==> src/rtl/writeback_queue_if.sv <==
// Register-file write-side bundle for writeback_queue: WB and MDU request
// channels, the registered write port and the two ID-stage forwarding ports.
interface writeback_queue_if;
  // Handshake: a request transfers on a posedge where valid && ready are both
  // high. ready depends only on queue occupancy, never on valid. A source that
  // is not accepted keeps valid, reg and data stable until it is.
  logic        wb_valid;
  logic        wb_ready;
  logic [4:0]  wb_reg;
  logic [31:0] wb_data;
  logic        mdu_valid;
  logic        mdu_ready;
  logic [4:0]  mdu_reg;
  logic [31:0] mdu_data;
  logic        reg_write;
  logic [4:0]  write_reg;
  logic [31:0] write_data;
  logic [4:0]  read_reg1;
  logic [4:0]  read_reg2;
  logic        fwd_hit1;
  logic        fwd_hit2;
  logic [31:0] fwd_data1;
  logic [31:0] fwd_data2;

  modport slave (
    input  wb_valid, wb_reg, wb_data,
    input  mdu_valid, mdu_reg, mdu_data,
    input  read_reg1, read_reg2,
    output wb_ready, mdu_ready,
    output reg_write, write_reg, write_data,
    output fwd_hit1, fwd_hit2, fwd_data1, fwd_data2
  );

  modport master (
    output wb_valid, wb_reg, wb_data,
    output mdu_valid, mdu_reg, mdu_data,
    output read_reg1, read_reg2,
    input  wb_ready, mdu_ready,
    input  reg_write, write_reg, write_data,
    input  fwd_hit1, fwd_hit2, fwd_data1, fwd_data2
  );
endinterface

==> src/rtl/writeback_queue.sv <==
// Writeback queue: merges WB and MDU results into one register-file write per
// cycle. Define WBQ_BYPASS_EN to build the read-side forwarding comparators.
module writeback_queue #(
  parameter int DEPTH = 4
) (
  input logic              clk,
  input logic              rst,
  writeback_queue_if.slave bus
);
  localparam int PTR_W = $clog2(DEPTH);
  localparam int CNT_W = PTR_W + 1;

  typedef struct packed {
    logic [4:0]  rd;
    logic [31:0] data;
  } entry_t;

  entry_t             mem_q [DEPTH];
  entry_t             mem_d [DEPTH];
  logic [PTR_W-1:0]   rd_ptr_q, rd_ptr_d;
  logic [PTR_W-1:0]   wr_ptr_q, wr_ptr_d;
  logic [CNT_W-1:0]   count_q, count_d;
  logic               reg_write_q, reg_write_d;
  logic [4:0]         write_reg_q, write_reg_d;
  logic [31:0]        write_data_q, write_data_d;

  logic wb_ready, mdu_ready;
  logic wb_push, mdu_push, pop;

  // MDU needs two free slots so a simultaneous WB push always fits.
  assign wb_ready  = (count_q < CNT_W'(DEPTH));
  assign mdu_ready = (count_q < CNT_W'(DEPTH - 1));

  assign bus.wb_ready   = wb_ready;
  assign bus.mdu_ready  = mdu_ready;
  assign bus.reg_write  = reg_write_q;
  assign bus.write_reg  = write_reg_q;
  assign bus.write_data = write_data_q;

  always_comb begin
    wb_push  = bus.wb_valid && wb_ready && (bus.wb_reg != 5'd0);
    mdu_push = bus.mdu_valid && mdu_ready && (bus.mdu_reg != 5'd0);
    pop      = (count_q != '0);

    for (int i = 0; i < DEPTH; i++) begin
      mem_d[i] = mem_q[i];
    end
    // WB lands first so it is older than an MDU entry pushed in the same cycle.
    if (wb_push) begin
      mem_d[wr_ptr_q] = '{rd: bus.wb_reg, data: bus.wb_data};
    end
    if (mdu_push) begin
      mem_d[wr_ptr_q + PTR_W'(wb_push)] = '{rd: bus.mdu_reg, data: bus.mdu_data};
    end

    wr_ptr_d = wr_ptr_q + PTR_W'(wb_push) + PTR_W'(mdu_push);
    rd_ptr_d = rd_ptr_q + PTR_W'(pop);
    count_d  = count_q + CNT_W'(wb_push) + CNT_W'(mdu_push) - CNT_W'(pop);

    reg_write_d  = pop;
    write_reg_d  = write_reg_q;
    write_data_d = write_data_q;
    if (pop) begin
      write_reg_d  = mem_q[rd_ptr_q].rd;
      write_data_d = mem_q[rd_ptr_q].data;
    end
  end

  always_ff @(posedge clk or posedge rst) begin
    if (rst) begin
      for (int i = 0; i < DEPTH; i++) begin
        mem_q[i] <= '0;
      end
      rd_ptr_q     <= '0;
      wr_ptr_q     <= '0;
      count_q      <= '0;
      reg_write_q  <= 1'b0;
      write_reg_q  <= 5'd0;
      write_data_q <= 32'd0;
    end else begin
      for (int i = 0; i < DEPTH; i++) begin
        mem_q[i] <= mem_d[i];
      end
      rd_ptr_q     <= rd_ptr_d;
      wr_ptr_q     <= wr_ptr_d;
      count_q      <= count_d;
      reg_write_q  <= reg_write_d;
      write_reg_q  <= write_reg_d;
      write_data_q <= write_data_d;
    end
  end

`ifdef WBQ_BYPASS_EN
  logic [4:0]  rd_idx [2];
  logic        hit    [2];
  logic [31:0] fdata  [2];

  assign rd_idx[0] = bus.read_reg1;
  assign rd_idx[1] = bus.read_reg2;

  // Scan oldest to youngest so the last match (youngest) wins; the output
  // register is only a fallback when no queued entry matches.
  always_comb begin
    for (int k = 0; k < 2; k++) begin
      hit[k]   = 1'b0;
      fdata[k] = 32'd0;
      if (rd_idx[k] != 5'd0) begin
        for (int i = 0; i < DEPTH; i++) begin
          if ((CNT_W'(i) < count_q) &&
              (mem_q[rd_ptr_q + PTR_W'(i)].rd == rd_idx[k])) begin
            hit[k]   = 1'b1;
            fdata[k] = mem_q[rd_ptr_q + PTR_W'(i)].data;
          end
        end
        if (!hit[k] && reg_write_q && (write_reg_q == rd_idx[k])) begin
          hit[k]   = 1'b1;
          fdata[k] = write_data_q;
        end
      end
    end
  end

  assign bus.fwd_hit1  = hit[0];
  assign bus.fwd_hit2  = hit[1];
  assign bus.fwd_data1 = fdata[0];
  assign bus.fwd_data2 = fdata[1];
`else
  assign bus.fwd_hit1  = 1'b0;
  assign bus.fwd_hit2  = 1'b0;
  assign bus.fwd_data1 = 32'd0;
  assign bus.fwd_data2 = 32'd0;
`endif

endmodule

==> src/flat_wrapper.sv <==
// flat-port wrapper written by rule: the top's interface ports become plain ports
module writeback_queue_flat 
#(
  parameter int DEPTH = 4
)
  (clk, rst, bus_wb_valid, bus_wb_reg, bus_wb_data, bus_mdu_valid, bus_mdu_reg, bus_mdu_data, bus_read_reg1, bus_read_reg2, bus_wb_ready, bus_mdu_ready, bus_reg_write, bus_write_reg, bus_write_data, bus_fwd_hit1, bus_fwd_hit2, bus_fwd_data1, bus_fwd_data2);
  writeback_queue_if bus_i ();
  input logic clk;
  input logic rst;
  input wire logic [$bits(bus_i.wb_valid)-1:0] bus_wb_valid;
  input wire logic [$bits(bus_i.wb_reg)-1:0] bus_wb_reg;
  input wire logic [$bits(bus_i.wb_data)-1:0] bus_wb_data;
  input wire logic [$bits(bus_i.mdu_valid)-1:0] bus_mdu_valid;
  input wire logic [$bits(bus_i.mdu_reg)-1:0] bus_mdu_reg;
  input wire logic [$bits(bus_i.mdu_data)-1:0] bus_mdu_data;
  input wire logic [$bits(bus_i.read_reg1)-1:0] bus_read_reg1;
  input wire logic [$bits(bus_i.read_reg2)-1:0] bus_read_reg2;
  output wire logic [$bits(bus_i.wb_ready)-1:0] bus_wb_ready;
  output wire logic [$bits(bus_i.mdu_ready)-1:0] bus_mdu_ready;
  output wire logic [$bits(bus_i.reg_write)-1:0] bus_reg_write;
  output wire logic [$bits(bus_i.write_reg)-1:0] bus_write_reg;
  output wire logic [$bits(bus_i.write_data)-1:0] bus_write_data;
  output wire logic [$bits(bus_i.fwd_hit1)-1:0] bus_fwd_hit1;
  output wire logic [$bits(bus_i.fwd_hit2)-1:0] bus_fwd_hit2;
  output wire logic [$bits(bus_i.fwd_data1)-1:0] bus_fwd_data1;
  output wire logic [$bits(bus_i.fwd_data2)-1:0] bus_fwd_data2;
  assign bus_i.wb_valid = bus_wb_valid;
  assign bus_i.wb_reg = bus_wb_reg;
  assign bus_i.wb_data = bus_wb_data;
  assign bus_i.mdu_valid = bus_mdu_valid;
  assign bus_i.mdu_reg = bus_mdu_reg;
  assign bus_i.mdu_data = bus_mdu_data;
  assign bus_i.read_reg1 = bus_read_reg1;
  assign bus_i.read_reg2 = bus_read_reg2;
  assign bus_wb_ready = bus_i.wb_ready;
  assign bus_mdu_ready = bus_i.mdu_ready;
  assign bus_reg_write = bus_i.reg_write;
  assign bus_write_reg = bus_i.write_reg;
  assign bus_write_data = bus_i.write_data;
  assign bus_fwd_hit1 = bus_i.fwd_hit1;
  assign bus_fwd_hit2 = bus_i.fwd_hit2;
  assign bus_fwd_data1 = bus_i.fwd_data1;
  assign bus_fwd_data2 = bus_i.fwd_data2;
  writeback_queue #(.DEPTH(DEPTH)) u_core (.clk(clk), .rst(rst), .bus(bus_i));
endmodule
==> config.mk <==
export PLATFORM = sky130hd
export DESIGN_NAME = writeback_queue_flat
export DESIGN_NICKNAME = d
export VERILOG_FILES = /design/src/rtl/writeback_queue_if.sv /design/src/rtl/writeback_queue.sv /design/src/flat_wrapper.sv
export SDC_FILE = /design/constraint.sdc
export NUM_CORES = 1
export LEC_CHECK = 0
export ABC_AREA = 1
export CAP_MARGIN = 10
export CORE_AREA = 2 2 195 178
export CTS_BUF_LIST = sky130_fd_sc_hd__clkbuf_4
export CTS_CLUSTER_SIZE = 16
export DETAILED_ROUTE_END_ITERATION = 6
export DIE_AREA = 0 0 197 180
export MAX_ROUTING_LAYER = met4
export SLEW_MARGIN = 0
export SYNTH_ARGS = -nofsm -noshare
export SYNTH_HDL_FRONTEND = slang
export SYNTH_SLANG_ARGS = --single-unit
==> constraint.sdc <==
create_clock -name clk -period 7.3 [get_ports clk]
set_input_delay 1.095 -clock clk [delete_from_list [all_inputs] [get_ports clk]]
set_output_delay 1.095 -clock clk [all_outputs]
set_load 0.005 [all_outputs]
==> impl_metrics.csv <==
group,metric,value,unit
die,start_util,34.4,%
setup_path,reg2reg_depth,11,
grt,antenna_found_initial,3,
die,die-area,0.0355,sq mm
yosys,syn-cell-area,0.0115,sq mm
power,clockPowerShare,11.4,%
yosys,yosys.area.top_type,"dfrtp_1",
route,routedWlPerCell,17.9,microns
yosys,yosysWarnings,0,
place,hpwl,19700,microns
clock_tree,cts.sinks,193,
clock_tree,clk_pin_slew_worst_paths,0.16,ns
timing,slew_viol_final,0,
setup_path,path_max_fanout,46,
yosys,synth_top_area_share,41.9,%
min_path,hp-class,"register to register",
clock_tree,cts_tree,"built",
die,die-height,180,microns
clock_tree,cts_buffers,17,
place,place.gp.congestion,0.747,
yosys,avgSynthCellArea,7.10,sq um
grt,grt_max_degree,126,
route,drtAntennaViolNets,0,
route,drc,0,
yosys,synth_area_leaders,"dfrtp_1, nor2_1, nand2_1",
power,p_seq_share,34.5,%
setup_path,end_kind,"register",
min_path,hold-path-endpoint,"u_core.bus.write_data[27]",
die,core_region_area,0.0335,sq mm
power,power_leakage,6.00,nW
timing,fin_setup_tns,0,ns
min_path,holdPathStages,2,
clock_tree,holdBufCountCts,0,
power,switching_share,47.8,%
place,io_buffers,117,
setup_path,required,7.81,ns
clock_tree,cts_resized,0,
run_status,status,"finished, final reports clean",
min_path,min_from,"u_core.bus.write_data[27]",
power,ir_worst_vdd,0.000262,V
cells_and_area,num-fill-cells,3514,
route,dr.first_iter.drc_count,1110,
timing,setup_violations,0,
route,wl,37700,microns
grt,grt_pass1_vias,10500,
clock_tree,cts_max_level,4,
power,intPower,2.93,mW
clock_tree,cts_post_setup_buffers_inserted,0,
timing,relSlewSlack,27.0,%
yosys,ys_ff_latch,193,
power,power_switching,2.68,mW
timing,min_period_over_period,61.8,%
clock_tree,cts_max_path_buffers,2,
grt,grt_pass1_wl,59500,microns
die,num_rows,64,
yosys,syn_inst,1625,
setup_path,critPathLaunch,"bus_wb_reg[3]",
timing,min_period,4.51,ns
die,io_pins,194,
power,pwr_density_cell,441,mW/mm^2
setup_path,reg2reg_to,"u_core.mem_q[144]",
timing,hold_viol_final,0,
cells_and_area,largest_reg_flops,148,
timing,setup_slack,2.79,ns
place,pre_cts_slack,2.18,ns
job,maxCapViolCount,0,
setup_path,arrival,5.02,ns
yosys,ys_seq_area_share,41.9,%
timing,worst_pin_slew,1.09,ns
setup_path,critPathKind,"input pin to register",
clock_tree,insertion_delay,0.59,ns
route,viasPerCell,5.11,
cells_and_area,num-nets-final,1752,
grt,overflow,0,
cells_and_area,syn_to_final_growth,10.2,%
timing,fin_worst_skew,0.0246,ns
cells_and_area,drive_gt1_share,4.19,%
timing,fmax,222,MHz
setup_path,start_kind,"input pin",
die,fp.dieW,197,microns
grt,grt.total_usage,22.0,%
clock_tree,ctsRootBufferMaster,"clkbuf_4",
yosys,ys_types,25,
route,vias,10700,
power,p_comb_share,54.1,%
setup_path,r2r_setup_slack,3.84,ns
setup_path,r2r_start,"u_core.count_q[2]",
route,dr.pass1.iters,5,
timing,grt_setup_unrepaired,"no",
## Yosys cell counts
master    count
xnor2_1       2
nand2_1     313
buf_6        33
buf_4        70
dfrtp_1     193
a31oi_1      37
nor2_8        4
buf_1        12
ha_1          5
clkbuf_1     20
fa_1          2
xor2_1        3
o21ai_0      74
inv_2         2
nor3_1      147
conb_1        1
nand2_4       1
buf_2        49
nor3_2        1
nor2_1      490
nand3b_1      1
nand3_2       1
inv_1        16
nand3_1     140
nand2_2       8
## stage by stage
step	utilization, %	power [mW]	hold WS, ns	area (sq um)	instances
floorplan	-	4.16	0.531	11800	1690
global placement	37.1	4.90	0.532	12400	2067
detailed placement	37.1	4.97	0.543	12400	2067
CTS	38.0	5.62	0.566	12700	2099
global route	38.0	6.13	0.597	12700	2102
finish	38.0	5.61	0.561	12700	2102
## routing by layer
metal | share of wire (%) | track usage, % | vias to the layer above
li1 | - | - | 5163
met1 | 45 | 29.5 | 5132
met2 | 48 | 35.3 | 418
met3 | 6.7 | 3.17 | 34
met4 | 0.86 | 4.72 | 0
met5 | 0 | - | -
## cell usage in the layout (no fill, tap or decap)
cell type,netlist,layout
bufinv_16,0,3
clkinv_1,0,2
xnor2_1,2,2
nand3_1,140,139
fa_1,2,2
dfrtp_1,193,191
xor2_1,3,3
conb_1,1,66
ha_1,5,5
dfrtp_2,0,2
o21ai_0,74,74
inv_8,0,1
nor2_8,4,4
nor3_1,147,147
clkinv_4,0,2
nor2_4,0,4
nor2_1,490,486
nand3_4,0,2
nand2_1,313,313
nor3_2,1,1
clkinv_2,0,1
nand3b_1,1,1
inv_6,0,2
clkbuf_4,0,19
nand2_2,8,8
diode_2,0,3
clkdlybuf4s50_1,0,117
inv_2,2,2
clkinvlp_4,0,3
buf_4,70,15
nand2_8,0,1
a31oi_1,37,37
inv_1,16,15
## logic make-up (layout without fill, tap and decap cells)
family / count (synthesis) / in the layout / synth area share, %
adder cells (fa/ha/maj): 7 / 7 / 0.890
other: 1 / 69 / 0.0325
flip-flops: 193 / 193 / 41.9
AND/OR/NAND/NOR: 1106 / 1106 / 40.1
buffers and inverters: 202 / 182 / 11.5
XOR/XNOR: 5 / 5 / 0.380
AO/OA/AOI/OAI: 111 / 111 / 5.22
## critical path, cell delays in order
cell	delay [ns]
clkdlybuf4s50_1	0.55
nor2_1	0.24
nand3_4	0.49
nand2_1	0.25
inv_1	0.06
ha_1	0.21
xnor2_1	0.34
nand2_2	0.68
nor2_8	0.81
nor2_1	0.12
nor2_1	0.13
## cell type report
cell class                      instances  area, sq um  area share (%)
Antenna cell                            3         7.51          0.0591
Clock buffer                           19          143            1.12
Clock inverter                         13          160            1.26
Inverter                               18         75.1           0.591
Multi-Input combinational cell       1295         5670            44.6
Sequential cell                       193         4830            38.0
Tap cell                              429          537            4.22
Timing Repair Buffer                  132         1280            10.1
## power by group through the flow
| stage | Combinational (mW) | Sequential [mW] | Clock (mW) |
|---|---|---|---|
| after global placement | 2.96 | 1.94 | 0 |
| after global routing | 3.43 | 2.01 | 0.695 |
| final | 3.03 | 1.94 | 0.640 |
| after floorplan | 2.26 | 1.90 | 0 |
| after CTS | 3.02 | 1.94 | 0.658 |
| after detailed placement | 3.01 | 1.96 | 0 |
## worst max path at each step
stage,endpoint,slack (ns),depth (start not counted)
after global placement,u_core.mem_q[128],2.21,11
after global routing,u_core.mem_q[111],2.45,11
final,u_core.mem_q[144],2.79,11
after floorplan,u_core.bus.reg_write,0.95,1
after CTS,u_core.mem_q[144],2.81,11
after detailed placement,u_core.mem_q[144],2.18,11
No activity file was read; power rests on OpenSTA's default activity.
